<file path="src/rtl/uart_fifo_ctrl.sv">
`default_nettype none
// =============================================================================
// Module : uart_fifo_ctrl
// Memory-mapped TX/RX FIFO front end with sticky error flags and irq for uart.
// Rev    : 1.0
// =============================================================================
module uart_fifo_ctrl #(
  parameter int DEPTH = 16,
  parameter int LVL_W = $clog2(DEPTH) + 1
) (
  input  logic        clk,
  input  logic        reset_i,
  input  logic        sel_i,
  input  logic        we_i,
  input  logic        re_i,
  input  logic [11:0] addr_i,
  input  logic [31:0] wdata_i,
  output logic [31:0] rdata_o,
  output logic        irq_o,
  output logic        uart_wr_o,
  output logic [7:0]  uart_tx_data_o,
  input  logic        uart_busy_i,
  output logic        uart_rd_o,
  input  logic [7:0]  uart_rx_data_i,
  input  logic        uart_valid_i
);

  localparam int AW = $clog2(DEPTH);

  localparam logic [11:0]      c_addr_data   = 12'h000;
  localparam logic [11:0]      c_addr_status = 12'h004;
  localparam logic [11:0]      c_addr_ctrl   = 12'h008;
  localparam logic [LVL_W-1:0] c_lvl_full    = LVL_W'(DEPTH);
  localparam logic [LVL_W-1:0] c_lvl_one     = LVL_W'(1);
  localparam logic [AW-1:0]    c_ptr_one     = AW'(1);

  typedef enum logic [1:0] {
    TX_IDLE    = 2'd0,
    TX_SEND    = 2'd1,
    TX_WAIT_HI = 2'd2,
    TX_WAIT_LO = 2'd3
  } tx_state_t;

  typedef enum logic [0:0] {
    RX_IDLE = 1'b0,
    RX_ACK  = 1'b1
  } rx_state_t;

  tx_state_t        tx_state_q, tx_state_d;
  rx_state_t        rx_state_q, rx_state_d;
  logic [7:0]       tx_data_q, tx_data_d;

  logic [7:0]       tx_mem_q [DEPTH];
  logic [7:0]       rx_mem_q [DEPTH];
  logic [AW-1:0]    tx_wptr_q, tx_wptr_d, tx_rptr_q, tx_rptr_d;
  logic [AW-1:0]    rx_wptr_q, rx_wptr_d, rx_rptr_q, rx_rptr_d;
  logic [LVL_W-1:0] tx_level_q, tx_level_d, rx_level_q, rx_level_d;

  logic             rxovr_q, rxovr_d, txovf_q, txovf_d;
  logic             rxie_q, rxie_d, txie_q, txie_d;
  logic             irq_q, irq_d;

  logic w_data_wr, w_data_rd, w_stat_wr, w_ctrl_wr;
  logic w_tx_full, w_tx_empty, w_rx_full, w_rx_empty;
  logic w_tx_push, w_tx_pop, w_rx_push, w_rx_pop, w_rx_take;
  logic w_txbusy;
  logic w_unused;

  assign w_data_wr = sel_i && we_i && (addr_i == c_addr_data);
  assign w_data_rd = sel_i && re_i && (addr_i == c_addr_data);
  assign w_stat_wr = sel_i && we_i && (addr_i == c_addr_status);
  assign w_ctrl_wr = sel_i && we_i && (addr_i == c_addr_ctrl);

  // Full/empty come from the registered level, so a same-cycle pop never
  // makes room for a push into a full FIFO.
  assign w_tx_full  = (tx_level_q == c_lvl_full);
  assign w_tx_empty = (tx_level_q == '0);
  assign w_rx_full  = (rx_level_q == c_lvl_full);
  assign w_rx_empty = (rx_level_q == '0);

  assign w_tx_push = w_data_wr && !w_tx_full;
  assign w_tx_pop  = (tx_state_q == TX_IDLE) && !w_tx_empty;
  assign w_rx_take = (rx_state_q == RX_IDLE) && uart_valid_i;
  assign w_rx_push = w_rx_take && !w_rx_full;
  assign w_rx_pop  = w_data_rd && !w_rx_empty;

  assign w_txbusy = !w_tx_empty || (tx_state_q != TX_IDLE) || uart_busy_i;

  assign w_unused = ^{wdata_i[31:8], wdata_i[7:6], wdata_i[3:2]};

  always_comb begin
    tx_state_d = tx_state_q;
    tx_data_d  = tx_data_q;
    case (tx_state_q)
      TX_IDLE: begin
        if (!w_tx_empty) begin
          tx_data_d  = tx_mem_q[tx_rptr_q];
          tx_state_d = TX_SEND;
        end
      end
      TX_SEND:    tx_state_d = TX_WAIT_HI;
      TX_WAIT_HI: if (uart_busy_i)  tx_state_d = TX_WAIT_LO;
      TX_WAIT_LO: if (!uart_busy_i) tx_state_d = TX_IDLE;
      default:    tx_state_d = TX_IDLE;
    endcase
  end

  always_comb begin
    rx_state_d = rx_state_q;
    case (rx_state_q)
      RX_IDLE: if (uart_valid_i) rx_state_d = RX_ACK;
      RX_ACK:  rx_state_d = RX_IDLE;
      default: rx_state_d = RX_IDLE;
    endcase
  end

  always_comb begin
    tx_wptr_d  = w_tx_push ? tx_wptr_q + c_ptr_one : tx_wptr_q;
    tx_rptr_d  = w_tx_pop  ? tx_rptr_q + c_ptr_one : tx_rptr_q;
    rx_wptr_d  = w_rx_push ? rx_wptr_q + c_ptr_one : rx_wptr_q;
    rx_rptr_d  = w_rx_pop  ? rx_rptr_q + c_ptr_one : rx_rptr_q;
    tx_level_d = tx_level_q;
    rx_level_d = rx_level_q;
    case ({w_tx_push, w_tx_pop})
      2'b10:   tx_level_d = tx_level_q + c_lvl_one;
      2'b01:   tx_level_d = tx_level_q - c_lvl_one;
      default: tx_level_d = tx_level_q;
    endcase
    case ({w_rx_push, w_rx_pop})
      2'b10:   rx_level_d = rx_level_q + c_lvl_one;
      2'b01:   rx_level_d = rx_level_q - c_lvl_one;
      default: rx_level_d = rx_level_q;
    endcase
  end

  // Clears are applied before sets so a same-cycle error event survives W1C.
  always_comb begin
    rxovr_d = rxovr_q;
    txovf_d = txovf_q;
    rxie_d  = rxie_q;
    txie_d  = txie_q;
    if (w_stat_wr && wdata_i[4]) rxovr_d = 1'b0;
    if (w_stat_wr && wdata_i[5]) txovf_d = 1'b0;
    if (w_rx_take && w_rx_full)  rxovr_d = 1'b1;
    if (w_data_wr && w_tx_full)  txovf_d = 1'b1;
    if (w_ctrl_wr) begin
      rxie_d = wdata_i[0];
      txie_d = wdata_i[1];
    end
    irq_d = (rxie_q && !w_rx_empty) || (txie_q && !w_txbusy);
  end

  always_ff @(posedge clk) begin
    if (reset_i) begin
      tx_state_q <= TX_IDLE;
      rx_state_q <= RX_IDLE;
      tx_data_q  <= '0;
      tx_wptr_q  <= '0;
      tx_rptr_q  <= '0;
      rx_wptr_q  <= '0;
      rx_rptr_q  <= '0;
      tx_level_q <= '0;
      rx_level_q <= '0;
      rxovr_q    <= 1'b0;
      txovf_q    <= 1'b0;
      rxie_q     <= 1'b0;
      txie_q     <= 1'b0;
      irq_q      <= 1'b0;
    end else begin
      tx_state_q <= tx_state_d;
      rx_state_q <= rx_state_d;
      tx_data_q  <= tx_data_d;
      tx_wptr_q  <= tx_wptr_d;
      tx_rptr_q  <= tx_rptr_d;
      rx_wptr_q  <= rx_wptr_d;
      rx_rptr_q  <= rx_rptr_d;
      tx_level_q <= tx_level_d;
      rx_level_q <= rx_level_d;
      rxovr_q    <= rxovr_d;
      txovf_q    <= txovf_d;
      rxie_q     <= rxie_d;
      txie_q     <= txie_d;
      irq_q      <= irq_d;
    end
  end

  always_ff @(posedge clk) begin
    if (w_tx_push) tx_mem_q[tx_wptr_q] <= wdata_i[7:0];
    if (w_rx_push) rx_mem_q[rx_wptr_q] <= uart_rx_data_i;
  end

  always_comb begin
    rdata_o = '0;
    case (addr_i)
      c_addr_data: begin
        if (!w_rx_empty) rdata_o = {24'd0, rx_mem_q[rx_rptr_q]};
      end
      c_addr_status: begin
        rdata_o = {8'd0, 8'(tx_level_q), 8'(rx_level_q), 2'b00,
                   txovf_q, rxovr_q, w_rx_full, w_tx_full, !w_rx_empty, w_txbusy};
      end
      c_addr_ctrl: rdata_o = {30'd0, txie_q, rxie_q};
      default:     rdata_o = '0;
    endcase
  end

  assign irq_o          = irq_q;
  assign uart_wr_o      = (tx_state_q == TX_SEND);
  assign uart_rd_o      = (rx_state_q == RX_ACK);
  assign uart_tx_data_o = tx_data_q;

endmodule
`default_nettype wire

</file>
<file path="config.mk">
export PLATFORM = sky130hd
export DESIGN_NAME = uart_fifo_ctrl
export DESIGN_NICKNAME = d
export VERILOG_FILES = /design/src/rtl/uart_fifo_ctrl.sv
export SDC_FILE = /design/constraint.sdc
export NUM_CORES = 1
export LEC_CHECK = 0
export CAP_MARGIN = 25
export CORE_ASPECT_RATIO = 2
export CORE_MARGIN = 8
export CORE_UTILIZATION = 25
export CTS_BUF_LIST = sky130_fd_sc_hd__clkbuf_4
export DETAILED_ROUTE_END_ITERATION = 6
export GPL_TIMING_DRIVEN = 0
export PLACE_DENSITY = 0.41
export SLEW_MARGIN = 25
export SYNTH_ARGS = -nofsm -noshare
export SYNTH_HDL_FRONTEND = slang
export SYNTH_SLANG_ARGS = --single-unit
</file>
<file path="constraint.sdc">
create_clock -name clk -period 4.7 [get_ports clk]
set_clock_uncertainty 0.15 [all_clocks]
set_input_delay 0.94 -clock clk [delete_from_list [all_inputs] [get_ports clk]]
set_output_delay 0.94 -clock clk [all_outputs]
set_load 0.02 [all_outputs]
</file>
==> Word level (Yosys, flattened, before mapping) <==
Memory sizes are Yosys's and may differ from the RTL's. A register that Yosys moved wholly into a read port is not among the register bits.
Index checks and enable logic that the tools add are counted.
{ "word_totals": {"register_bits": 34, "ramBits": 256, "inputBits": 59, "output_inout_bits": 43, "word_cells": 95, "memories": 2} }
{ "classes": {"addsub": 8, "eq_ne": 14, "muxes": 20, "bitwise": 2, "n_reduce_logical": 36} }
{ "mem_list": {"columns": ["memory", "words", "word_bits", "rd", "rd_ports_with_merged_regs", "write_ports", "line_no", "source"], "rows": [
  ["rx_mem_q", 16, 8, 1, 1, 1, "54", "logic [7:0] rx_mem_q [DEPTH];"],
  ["tx_mem_q", 16, 8, 1, 1, 1, "53", "logic [7:0] tx_mem_q [DEPTH];"]
]} }
{ "op_table": {"columns": ["operator", "n"], "rows": [
  ["$pmux W32 S3", 1],
  ["$pmux W5 S2", 2],
  ["$logic_and A1 B1 Y1", 17],
  ["$add A4 B1 Y4 const B", 4],
  ["$eq A12 B3 Y1 const B", 1],
  ["$eq A12 B4 Y1 const B", 1],
  ["$logic_not A12 Y1", 1],
  ["$add A5 B1 Y5 const B", 2],
  ["$eq A5 B5 Y1 const B", 2],
  ["$logic_not A5 Y1", 2],
  ["$reduce_bool A2 Y1", 5],
  ["$sub A5 B1 Y5 const B", 2],
  ["$mux W1", 9],
  ["$eq A2 B2 Y1 const B", 4],
  ["$mux W4", 2],
  ["$mux W8", 1],
  ["$pmux W2 S4", 1],
  ["$eq A2 B1 Y1 const B", 3],
  ["$mux W2", 3],
  ["$ne A2 B2 Y1 const B", 3],
  ["$logic_not A1 Y1", 5],
  ["$logic_or A1 B1 Y1", 3],
  ["$reduce_and A3 Y1", 1],
  ["$logic_not A2 Y1", 1],
  ["other kinds (3)", 4]
]} }

==> Longest topological paths before layout <==
{ "depth": {"depth_word": 7, "ltp_mapped": 15} }

==> Worst setup path before layout <==
Ideal clock, no wire load.
{ "synth_timing": {"kind": "input to register", "start": "in addr_i[7]", "end": "reg tx_level_q[4]", "setup_time_ns": 0.128, "arrival_ns": 3.773, "t_required_ns": 4.422, "path_slack_ns": 0.649, "path_stages": 15, "path_buffers": 2, "cell_sequence": "nor4_1 -> nand3_1 -> buf_2 -> nor4b_2 -> inv_1 -> ha_1 -> clkbuf_1 -> xor2_1 -> ha_1 -> inv_1 -> o21ai_0 -> a21o_1 -> a221oi_1 -> xnor2_1 -> nor2_1"} }
{ "synth_via": {"elab_chain_cells": 5} }
{ "synth_rtl": {"columns": ["element", "line_no", "source"], "rows": [
  ["from (decl)", "16", "input logic [11:0] addr_i,"],
  ["$logic_not A12 Y1 *", "69", "assign w_data_wr = sel_i && we_i && (addr_i == c_addr_data);"],
  ["$logic_and A1 B1 Y1 *", "69", null],
  ["$logic_and A1 B1 Y1 *", "81", "assign w_tx_push = w_data_wr && !w_tx_full;"],
  ["$eq A2 B1 Y1 or $eq A2 B2 Y1 (tied branches)", "124", "case ({w_tx_push, w_tx_pop})"],
  ["$pmux W5 S2 or $reduce_bool A2 Y1 (tied branches)", null, null],
  ["to (signal assigned)", "177", "tx_level_q <= tx_level_d;"],
  ["to (decl)", "57", "logic [LVL_W-1:0] tx_level_q, tx_level_d, rx_level_q, rx_level_d;"]
]} }
Mark *: on every way between the ends. The rest lies on a longest branch, timed or not.
A chain may end at the register's enable or synchronous reset.

==> Worst setup path in the final report <==
{ "layout_timing": {"start": "in addr_i[1]", "end": "out rdata_o[11]"} }
{ "layout_via": {"elab_chain_cells": 2} }
{ "layout_rtl": {"columns": ["element", "line_no", "source"], "rows": [
  ["$eq A12 B4 Y1 (tied with other cells)", "194", "case (addr_i)"],
  ["$pmux W32 S3 *", "194", null],
  ["to (decl)", "18", "output logic [31:0] rdata_o,"]
]} }
Marks and branches as above.

==> impl_metrics.json <==
{
  "status": "finished, final reports clean",
  "p_total_mw": 5.45,
  "yosys.area_share.simple_pct": 6.30,
  "fin_area_um2": 15100,
  "grt-ovfl-total": 0,
  "syn_to_final_growth_pct": 21.8,
  "worstMarginPinSlew_ns": 0.966,
  "antenna_found_initial": 3,
  "r2r_slack_ns": 0.83,
  "fin_nets": 966,
  "cts_tree": "done",
  "clockBufferDepth": 3,
  "portBuffers": 62,
  "holdBufCountCts": 0,
  "slew_viol_final": 0,
  "wl_per_cell_um": 22.1,
  "root_buffer": "clkbuf_4",
  "synth-xor-area-share_pct": 1.48,
  "synth_top_family_by_area": "multiplexers",
  "slowest_stage": "clkdlybuf4s50_1",
  "layout_min_cycle_time_ns": 4.52,
  "p_sw_share_pct": 22.2,
  "use_met1_pct": 11.3,
  "drt-total-wl_um": 35300,
  "met2_usage_pct": 24.6,
  "coreArea_um2": 49200,
  "grt.met3_usage_pct": 2.99,
  "ant_nets": 0,
  "finalHoldViolations": 0,
  "htreeDepth": 3,
  "num_vias": 6986,
  "path_clk_slew_ns": 0.07,
  "cts_made_buffers": 80,
  "hp-class": "reg -> reg",
  "path_max_fanout": 10,
  "critPathBufInv": 4,
  "crit_chain": "clkdlybuf4s50_1 -> nor4_2 -> nand3_2 -> buf_2 -> nor3b_4 -> clkbuf_4 -> and2_1 -> clkdlybuf4s50_1",
  "arrival_ns": 3.43,
  "io_pins": 102,
  "synthDistinctLibCells": 48,
  "p_clk_share_pct": 42.2,
  "holdWs_ns": 0.303,
  "r2r_start": "tx_level_q[1]$_SDFFE_PP0P_",
  "p_comb_share_pct": 4.0,
  "cap_violations": 0,
  "route.detailed.drc": 0,
  "yosys_register_bits": 302,
  "gp_congestion": 0.724,
  "place_area_um2": 14000,
  "critPathTopFamily": "buffers and inverters",
  "async_reset_ff_share_pct": 0,
  "syn_avg_cell_area_um2": 17.1,
  "grt_use_total_pct": 12.2,
  "synth.top_cell.area_share_pct": 61.9,
  "final_cells": 1594,
  "dp_hpwl_um": 25100,
  "die_w_um": 174,
  "p_leak_nw": 5.02,
  "core.rowCount": 115,
  "setup.worst_path.start": "addr_i[1]",
  "reg2regPathDepth": 15,
  "dr.pass1.iters": 5,
  "worstSetupPathDepth": 8,
  "relSlewSlack_pct": 35.4,
  "grt_pass1_wl_um": 50400,
  "timing.final.crit_share_pct": 96.3,
  "cts_num_sinks": 302,
  "powerDensity_nw_per_um2": 360,
  "worst_slack_ns": 0.175,
  "placed_cells": 1447,
  "viasPerCell": 4.38,
  "rsz0062_at_grt": "false",
  "cp-start-kind": "primary input",
  "worst_ir_drop_vdd_v": 0.000164,
  "syn_inst": 725,
  "dp_slack_ns": -1.03,
  "grt_pass1_vias": 7487,
  "cp_common_cell": "clkdlybuf4s50_1",
  "initial_utilization_pct": 25.2,
  "synth_edf_count": 256,
  "yosysWarningCount": 0,
  "critPathKind": "in -> out",
  "synth_top_area_cell": "edfxtp_1",
  "drt_iter0_markers": 330,
  "fmax_mhz": 221,
  "endpoint": "rdata_o[11]",
  "grt_max_degree": 18,
  "slowest_delay_ns": 0.61,
  "synthesis.area_um2": 12400,
  "drive_above_1_share_pct": 29.4,
  "synth-compound-area-share_pct": 2.72,
  "synthMuxAreaShare_pct": 15.2,
  "clock_latency_ns": 0.73,
  "seq_area_frac_synth_pct": 69.3,
  "required_ns": 3.61,
  "p_int_mw": 4.24,
  "fp.dieH_um": 331,
  "critPathCaptureType": "primary output",
  "top_usage_layer": "met2",
  "finalSetupViolCount": 0,
  "ys.flop_type": "edfxtp_1",
  "rr_endpoint": "tx_level_q[4]$_SDFFE_PP0P_",
  "die_area_um2": 57500,
  "pwr-share-seq_pct": 53.8,
  "switching_power_mw": 1.21,
  "yosys.area_share.adder_pct": 2.12,
  "synth.area.top_cells": "edfxtp_1 (62%), mux4_2 (15%), dfxtp_1 (7.4%), ha_1 (2.1%), nor2_1 (2.1%)"
}
[metrics by stage]
step                util, %  TNS [ns]
floorplan                 -         0
global placement       28.2    -34.61
detailed placement     28.5    -14.16
CTS                    30.7         0
global route           30.7         0
finish                 30.7         0
[what timing repair did]
action                     CTS  global route
resized for setup           21             8
setup endpoints to repair   18            13
pin swaps                    1             0
setup buffers                2             0
[registers in the layout, summed over array words and instances (netlist names), 2 cells and up, named ones only]
| signal | cells |
|---|---|
| tx_state_q | 2 |
| rx_rptr_q | 4 |
| rx_mem_q | 128 |
| tx_mem_q | 128 |
| rx_level_q | 5 |
| rx_wptr_q | 4 |
| tx_wptr_q | 4 |
| tx_level_q | 5 |
| uart_tx_data_o | 8 |
| tx_rptr_q | 4 |
[cells by family (layout without fill, tap and decap cells)]
family	Yosys count	in the layout
adders and majority gates	21	21
muxes	89	89
and+or+nand+nor	167	167
buffers and inverters	75	285
other	1	17
xor gates and xnor gates	21	21
AOI/OAI and AO/OA	49	49
DFF	302	302
[synth_stat cells (all sizes together), types with 2 or more instances]
cell	n
dfxtp	46
edfxtp	256
o21ai	8
or3	3
nand3	5
inv	19
a2bb2oi	2
nor4	6
xor2	14
nand2	39
clkbuf	25
a21o	2
nor2b	4
nor3	12
nor2	69
a32o	2
xnor2	7
and2	10
a21oi	16
o22ai	2
buf	31
ha	21
o211ai	2
nor3b	2
nand2b	6
mux2i	8
a22oi	2
mux4	80
nand4	5
a221oi	2
or4	2
and3	3
a32oi	3
[cell usage in the layout, fill, tap and decap left out, drive strengths merged, types with 6 or more instances in the layout]
| cell | count |
|---|---|
| edfxtp | 256 |
| clkbuf | 153 |
| mux4 | 80 |
| nor2 | 69 |
| clkdlybuf4s50 | 54 |
| dfxtp | 46 |
| nand2 | 39 |
| buf | 36 |
| ha | 21 |
| inv | 21 |
| a21oi | 16 |
| xor2 | 14 |
| conb | 14 |
| clkinv | 13 |
| nor3 | 12 |
| and2 | 10 |
| o21ai | 8 |
| mux2i | 8 |
| xnor2 | 7 |
| nand2b | 6 |
| nor4 | 6 |
[tightest hold or removal path, stage by stage (launching register included)]
cell     delay, ns
dfxtp_1       0.31
nand2_1       0.05
a21oi_1       0.05
[worst min-delay path by stage]
| stage | start | to | slack, ns | depth (start not counted) |
|---|---|---|---|---|
| 2_1_floorplan | rxovr_q$_SDFFE_PP0P_ | rxovr_q$_SDFFE_PP0P_ | 0.30 | 2 |
| 3_3_place_gp | uart_tx_data_o[6]$_SDFFE_PP0P_ | uart_tx_data_o[6]$_SDFFE_PP0P_ | 0.30 | 2 |
| 3_5_place_dp | uart_tx_data_o[6]$_SDFFE_PP0P_ | uart_tx_data_o[6]$_SDFFE_PP0P_ | 0.30 | 2 |
| 4_1_cts | uart_tx_data_o[6]$_SDFFE_PP0P_ | uart_tx_data_o[6]$_SDFFE_PP0P_ | 0.31 | 2 |
| 5_1_grt | uart_tx_data_o[6]$_SDFFE_PP0P_ | uart_tx_data_o[6]$_SDFFE_PP0P_ | 0.32 | 2 |
| 6_report | uart_tx_data_o[6]$_SDFFE_PP0P_ | uart_tx_data_o[6]$_SDFFE_PP0P_ | 0.30 | 2 |
[routing by layer]
layer	wire, um	vias up
met3	1740	59
met2	20600	185
met1	12000	3568
met5	16	-
li1	-	3172
met4	886	2
[power groups by stage]
stage | clock network (mW) | logic (mW) | registers, mW
final | 2.30 | 0.218 | 2.93
after detailed placement | 0 | 0.222 | 2.99
after global routing | 2.54 | 0.240 | 2.93
after floorplan | 0 | 0.104 | 2.99
after global placement | 0 | 0.212 | 2.99
after CTS | 2.40 | 0.224 | 2.93
[area by class of cell]
class / instances / area, um^2
Clock inverter: 15 / 57.6
Clock buffer: 129 / 968
Fill cell: 4942 / 34100
Sequential cell: 302 / 8610
Tap cell: 643 / 805
Timing Repair Buffer: 68 / 686
Inverter: 19 / 71.3
Multi-Input combinational cell: 361 / 3630
Antenna cell: 3 / 7.51
Buffer: 54 / 297
Note: power is estimated with default switching activity, not from simulation.
